===== src/rtl/fetch_seq_if.sv =====
// fetch_seq_if: instruction-memory req/ack bus plus the execute-stage valid/ready handoff.
interface fetch_seq_if #(parameter int W = 15, parameter int IW = 16);
  logic imem_req;
  logic [W-1:0] imem_addr;
  logic imem_ack;
  logic [IW-1:0] imem_rdata;
  logic [IW-1:0] instr;
  logic instr_valid;
  logic instr_ready;
  modport master (
    output imem_req, imem_addr, instr, instr_valid,
    input imem_ack, imem_rdata, instr_ready
  );
  modport slave (
    input imem_req, imem_addr, instr, instr_valid,
    output imem_ack, imem_rdata, instr_ready
  );
endinterface


===== src/rtl/fetch_seq.sv =====
// fetch_seq: fetch/execute/update sequencer driving the pcount controls with Hack jump evaluation.
module fetch_seq #(
  parameter int W = 15,
  parameter int IW = 16
) (
  input  logic         clk50m,
  input  logic         rst,
  input  logic         run,
  input  logic [W-1:0] pc,
  output logic         pc_en,
  output logic         pc_load,
  output logic         pc_inc,
  output logic [W-1:0] pc_target,
  fetch_seq_if.master  bus,
  input  logic         zr,
  input  logic         ng,
  input  logic [W-1:0] a_reg
);
  typedef enum logic [1:0] {IDLE, FETCH, EXEC, UPDATE} state_t;
  state_t state;
  logic taken;
  assign taken = bus.instr[IW-1] & ((bus.instr[2] & ng) | (bus.instr[1] & zr) | (bus.instr[0] & ~ng & ~zr));
  // pc is passed straight through so the first FETCH cycle sees the counter's post-UPDATE value
  assign bus.imem_addr = bus.imem_req ? pc : '0;
  always_ff @(posedge clk50m) begin
    if (rst) begin
      state <= IDLE;
      bus.imem_req <= 1'b0;
      bus.instr <= '0;
      bus.instr_valid <= 1'b0;
      pc_en <= 1'b0;
      pc_load <= 1'b0;
      pc_inc <= 1'b0;
      pc_target <= '0;
    end else begin
      unique case (state)
        IDLE: begin
          state <= run ? FETCH : IDLE;
          bus.imem_req <= run;
        end
        FETCH: if (bus.imem_ack) begin
          state <= EXEC;
          bus.imem_req <= 1'b0;
          bus.instr <= bus.imem_rdata;
          bus.instr_valid <= 1'b1;
        end
        EXEC: if (bus.instr_ready) begin
          state <= UPDATE;
          bus.instr_valid <= 1'b0;
          pc_en <= 1'b1;
          pc_load <= taken;
          pc_inc <= ~taken;
          pc_target <= taken ? a_reg : '0;
        end
        UPDATE: begin
          state <= run ? FETCH : IDLE;
          bus.imem_req <= run;
          pc_en <= 1'b0;
          pc_load <= 1'b0;
          pc_inc <= 1'b0;
          pc_target <= '0;
        end
      endcase
    end
  end
endmodule


===== src/flat_wrapper.sv =====
// flat-port wrapper written by rule: the top's interface ports become plain ports
module fetch_seq_flat 
#(
  parameter int W = 15,
  parameter int IW = 16
)
  (clk50m, rst, run, pc, pc_en, pc_load, pc_inc, pc_target, zr, ng, a_reg, bus_imem_req, bus_imem_addr, bus_instr, bus_instr_valid, bus_imem_ack, bus_imem_rdata, bus_instr_ready);
  fetch_seq_if #(.W(W), .IW(IW)) bus_i ();
  input  logic clk50m;
  input  logic rst;
  input  logic run;
  input  logic [W-1:0] pc;
  output logic pc_en;
  output logic pc_load;
  output logic pc_inc;
  output logic [W-1:0] pc_target;
  input  logic zr;
  input  logic ng;
  input  logic [W-1:0] a_reg;
  output wire logic [$bits(bus_i.imem_req)-1:0] bus_imem_req;
  output wire logic [$bits(bus_i.imem_addr)-1:0] bus_imem_addr;
  output wire logic [$bits(bus_i.instr)-1:0] bus_instr;
  output wire logic [$bits(bus_i.instr_valid)-1:0] bus_instr_valid;
  input wire logic [$bits(bus_i.imem_ack)-1:0] bus_imem_ack;
  input wire logic [$bits(bus_i.imem_rdata)-1:0] bus_imem_rdata;
  input wire logic [$bits(bus_i.instr_ready)-1:0] bus_instr_ready;
  assign bus_imem_req = bus_i.imem_req;
  assign bus_imem_addr = bus_i.imem_addr;
  assign bus_instr = bus_i.instr;
  assign bus_instr_valid = bus_i.instr_valid;
  assign bus_i.imem_ack = bus_imem_ack;
  assign bus_i.imem_rdata = bus_imem_rdata;
  assign bus_i.instr_ready = bus_instr_ready;
  fetch_seq #(.W(W), .IW(IW)) u_core (.clk50m(clk50m), .rst(rst), .run(run), .pc(pc), .pc_en(pc_en), .pc_load(pc_load), .pc_inc(pc_inc), .pc_target(pc_target), .bus(bus_i), .zr(zr), .ng(ng), .a_reg(a_reg));
endmodule

===== config.mk =====
export PLATFORM = sky130hd
export DESIGN_NAME = fetch_seq_flat
export DESIGN_NICKNAME = d
export VERILOG_FILES = /design/src/rtl/fetch_seq_if.sv /design/src/rtl/fetch_seq.sv /design/src/flat_wrapper.sv
export SDC_FILE = /design/constraint.sdc
export NUM_CORES = 1
export LEC_CHECK = 0
export ABC_AREA = 1
export CORE_ASPECT_RATIO = 0.8
export CORE_UTILIZATION = 34
export CTS_BUF_LIST = sky130_fd_sc_hd__clkbuf_4
export CTS_CLUSTER_DIAMETER = 30
export DETAILED_ROUTE_END_ITERATION = 6
export GPL_ROUTABILITY_DRIVEN = 0
export PLACE_DENSITY = 0.81
export REMOVE_ABC_BUFFERS = 1
export SLEW_MARGIN = 25
export SYNTH_ARGS = -nofsm -noshare
export SYNTH_HDL_FRONTEND = slang
export SYNTH_SLANG_ARGS = --single-unit

===== constraint.sdc =====
create_clock -name clk50m -period 1.4 [get_ports clk50m]
set_clock_uncertainty 0.15 [all_clocks]
set_input_delay 0.21 -clock clk50m [delete_from_list [all_inputs] [get_ports clk50m]]
set_output_delay 0.21 -clock clk50m [all_outputs]
set_load 0.02 [all_outputs]

==> flow_metrics.tcl <==
set metrics [dict create \
    cts.sinks 38 \
    dieArea_um2 5060 \
    start_util_pct 35.3 \
    yosys_register_bits 38 \
    synth_warnings 0 \
    vias 2013 \
    final.setup.worst_slack_ns -0.124 \
    slew_viol_final 0 \
    drt_iter0_drc 129 \
    critPathArrivalTime_ns 1.65 \
    crit_end "u_core.bus.instr_valid$_SDFFE_PP0P_" \
    root_buffer "clkbuf_4" \
    cts_tree "yes" \
    cpPeakStageDelay_ns 0.37 \
    worstSetupStartpointType "register" \
    worst-r2r-setup-slack_ns -0.12 \
    place_ws_ns -0.345 \
    drt_pass1_iterations 4 \
    critPathBufInv 5 \
    hold_violations 0 \
    cts.clk_slew.worst_paths_ns 0.12 \
    clk_latency_ns 0.34 \
    worstReg2RegEnd "u_core.bus.instr_valid$_SDFFE_PP0P_" \
    setup_viol 48 \
    final_util_pct 73.8 \
    synthMuxAreaShare_pct 0 \
    hold_path_class "input pin to register" \
    ios 104 \
    status "finished with violations" \
    h-tree-depth 2 \
    synthCells 221 \
    seqPwrFrac_pct 26.6 \
    violations "setup timing" \
    pwr-share-clk_pct 15.5 \
    synth_xor_xnor_area_share_pct 0 \
    synthSimpleGateAreaFrac_pct 26.2 \
    cts_buffer_depth 2 \
    cp.depth 9 \
    fmax_mhz 656 \
    cp_slowest_cell "dfxtp_2" \
    grt_antenna_before_repair 0 \
    fin_cells 413 \
    grt_overflow 0 \
    grt_pass1_vias 1946 \
    tightest_slew_ns 0.232 \
    grt_max_degree 39 \
    worstPathRequired_ns 1.53 \
    crit_fanout 3 \
    wl_per_cell_um 14.7 \
    synth_cell_types 20 \
    sw_frac_of_total_pct 37.8 \
    synth_compound_area_share_pct 13.6 \
    switchingPower_mw 1.87 \
    grt_pass1_wl_um 8890 \
    vdd_drop_max_mv 0.723 \
    layout.nets 409 \
    p_int_mw 3.09 \
    port_buffers 103 \
    die_w_um 79.3 \
    crit_path_frequent_cell "buf_6" \
    grt_usage_pct 22.8 \
    avgSynthCellArea_um2 7.35 \
    rows 22 \
    p_leak_nw 1.46 \
    synth-seq-area-share_pct 46.8 \
    relSlewSlack_pct 84.5 \
    min_period_over_period_pct 109 \
    drive_above_1_share_pct 46.2 \
    p_comb_share_pct 57.9 \
    vias_per_cell 4.87 \
    core_area_um2 4600 \
    synthAdderAreaFrac_pct 3.08 \
    drtAntennaViolNets 0 \
    place_inst 385 \
    syn2layout_area_growth_pct 109 \
    power_mw 4.96 \
    reg2regPathDepth 9 \
    worstReg2RegStart "u_core.state[0]$_SDFFE_PP0P_" \
    worstSetupStartpoint "u_core.state[0]$_SDFFE_PP0P_" \
    period_needed_ns 1.52 \
    wl_um 6090 \
    cellPowerDensity_nw_per_um2 1460 \
    worstSetupPathType "register to register" \
    hpwl_um 3220 \
    syn_area_um2 1620 \
    grt_setup_unrepaired "true" \
    maxCapViolations 0 \
    path_cells "inv_2, ha_4, buf_6, buf_6, nand2_4, buf_6, buf_6, a21oi_2, a211oi_2" \
    antennaDiodeCount 0 \
    drc 0 \
    die_h_um 63.8 \
    cp_top_family "buffers and inverters" \
    endpoint_kind "register" \
    cts_made_buffers 5 \
    synth_top_family_by_area "simple AND/OR/NAND/NOR gates" \
]
-- registers in the layout (all words and copies together), names as in the netlist --
register and cells:
u_core.bus.instr_valid 1, u_core.state 2, u_core.pc_inc 1, u_core.bus.imem_req 1, u_core.bus.instr 16, u_core.pc_load 1, u_core.pc_en 1, u_core.pc_target 15
-- kinds of logic after synthesis --
logic type | after synthesis
AND/OR/NAND/NOR | 98
AO/OA/AOI/OAI | 42
buffers and inverters | 39
flip-flops | 38
adder cells (fa/ha/maj) | 4
-- cell type report --
class                      count  area, um2
timing repair buffer         137       1390
fill                         357       1200
multi-input combinational    144        968
sequential                    38        769
inverter                      26        113
tap                           60       75.1
clock buffer                   7       52.6
clock inverter                 1       30.0
-- repair_timing --
| item | in CTS | in global routing |
|---|---|---|
| endpoints found under the setup margin | 89 | 85 |
| pin swaps | 15 | 24 |
| gates cloned | 5 | 0 |
| hold buffers | 0 | 0 |
| endpoints found under the hold margin | 0 | 0 |
| buffers inserted | 12 | 7 |
| resized for setup | 198 | 113 |
-- Yosys cell counts --
master | count | area (um2)
nand2_1 | 74 | 278
a21oi_1 | 38 | 190
dfxtp_1 | 38 | 761
inv_1 | 24 | 90.1
nand4_1 | 15 | 93.8
buf_2 | 4 | 20.0
clkbuf_1 | 4 | 15.0
ha_1 | 4 | 50.1
buf_1 | 3 | 11.3
nand2_2 | 3 | 18.8
a211oi_1 | 2 | 15.0
buf_6 | 2 | 22.5
nand3_1 | 2 | 10.0
nor2_1 | 2 | 7.51
clkinv_1 | 1 | 3.75
inv_2 | 1 | 3.75
nand3_2 | 1 | 10.0
nand3b_1 | 1 | 7.51
o211ai_1 | 1 | 7.51
o21ai_2 | 1 | 8.76
-- cells in the final DEF (no fill, tap or decap), drive strengths merged, types with 2 or more instances in the layout --
cell           Yosys  routed
nor2               2       2
dfxtp             38      38
a211oi             2       2
nand4             15      15
buf                9      49
inv               25      25
clkdlybuf4s15      0      11
ha                 4       4
nand3              3       3
a21oi             38      38
clkdlybuf4s50      0      52
nand2             77      77
clkbuf             4      32
-- per-layer routing --
metal | global-route usage (%) | vias up | routed length [um]
met1 | 25.4 | 932 | 2450
met2 | 40.7 | 87 | 3100
li1 | - | 977 | -
met5 | 0 | - | 0
met3 | 5.57 | 17 | 393
met4 | 10.2 | 0 | 149
-- worst min-delay path by stage --
stage / from / end / slack, ns / cells past startpoint
3_5_place_dp: u_core.bus.instr[9]$_SDFFE_PP0P_ / u_core.bus.instr[9]$_SDFFE_PP0P_ / 0.30 / 2
2_1_floorplan: rst / u_core.bus.imem_req$_SDFFE_PP0P_ / 0.13 / 1
3_3_place_gp: u_core.pc_en$_SDFFE_PP0P_ / u_core.pc_en$_SDFFE_PP0P_ / 0.30 / 2
6_report: bus_imem_rdata[15] / u_core.bus.instr[15]$_SDFFE_PP0P_ / 0.25 / 3
4_1_cts: bus_imem_rdata[0] / u_core.bus.instr[0]$_SDFFE_PP0P_ / 0.24 / 3
5_1_grt: bus_imem_rdata[0] / u_core.bus.instr[0]$_SDFFE_PP0P_ / 0.25 / 3
-- stage by stage --
| stage | hold slack (ns) | instance area [um2] | TNS (ns) |
|---|---|---|---|
| 2_1_floorplan | 0.129 | 1560 | -5.59 |
| 6_report | 0.254 | 3390 | -3.06 |
| 5_1_grt | 0.254 | 3390 | -5.89 |
| 4_1_cts | 0.244 | 3320 | -3.45 |
| 3_5_place_dp | 0.305 | 2830 | -11.19 |
| 3_3_place_gp | 0.297 | 2830 | -10.25 |
-- power by group through the flow --
| stage | registers (mW) | logic [mW] | clock network [mW] |
|---|---|---|---|
| floorplan | 1.44 | 0.674 | 0 |
| global placement | 1.29 | 1.71 | 0 |
| detailed placement | 1.29 | 1.74 | 0 |
| CTS | 1.29 | 2.68 | 0.789 |
| global route | 1.34 | 3.06 | 0.841 |
| finish | 1.32 | 2.87 | 0.768 |
-- worst register-to-register path: cells and delay by family (launching register included) --
family	cells	cell delay (ns)
buffers and inverters	5	0.49
DFF	1	0.37
adders and majority gates	1	0.16
and+or+nand+nor	1	0.07
AOI/OAI and AO/OA	2	0.22
(Power assumes the default switching activity.)
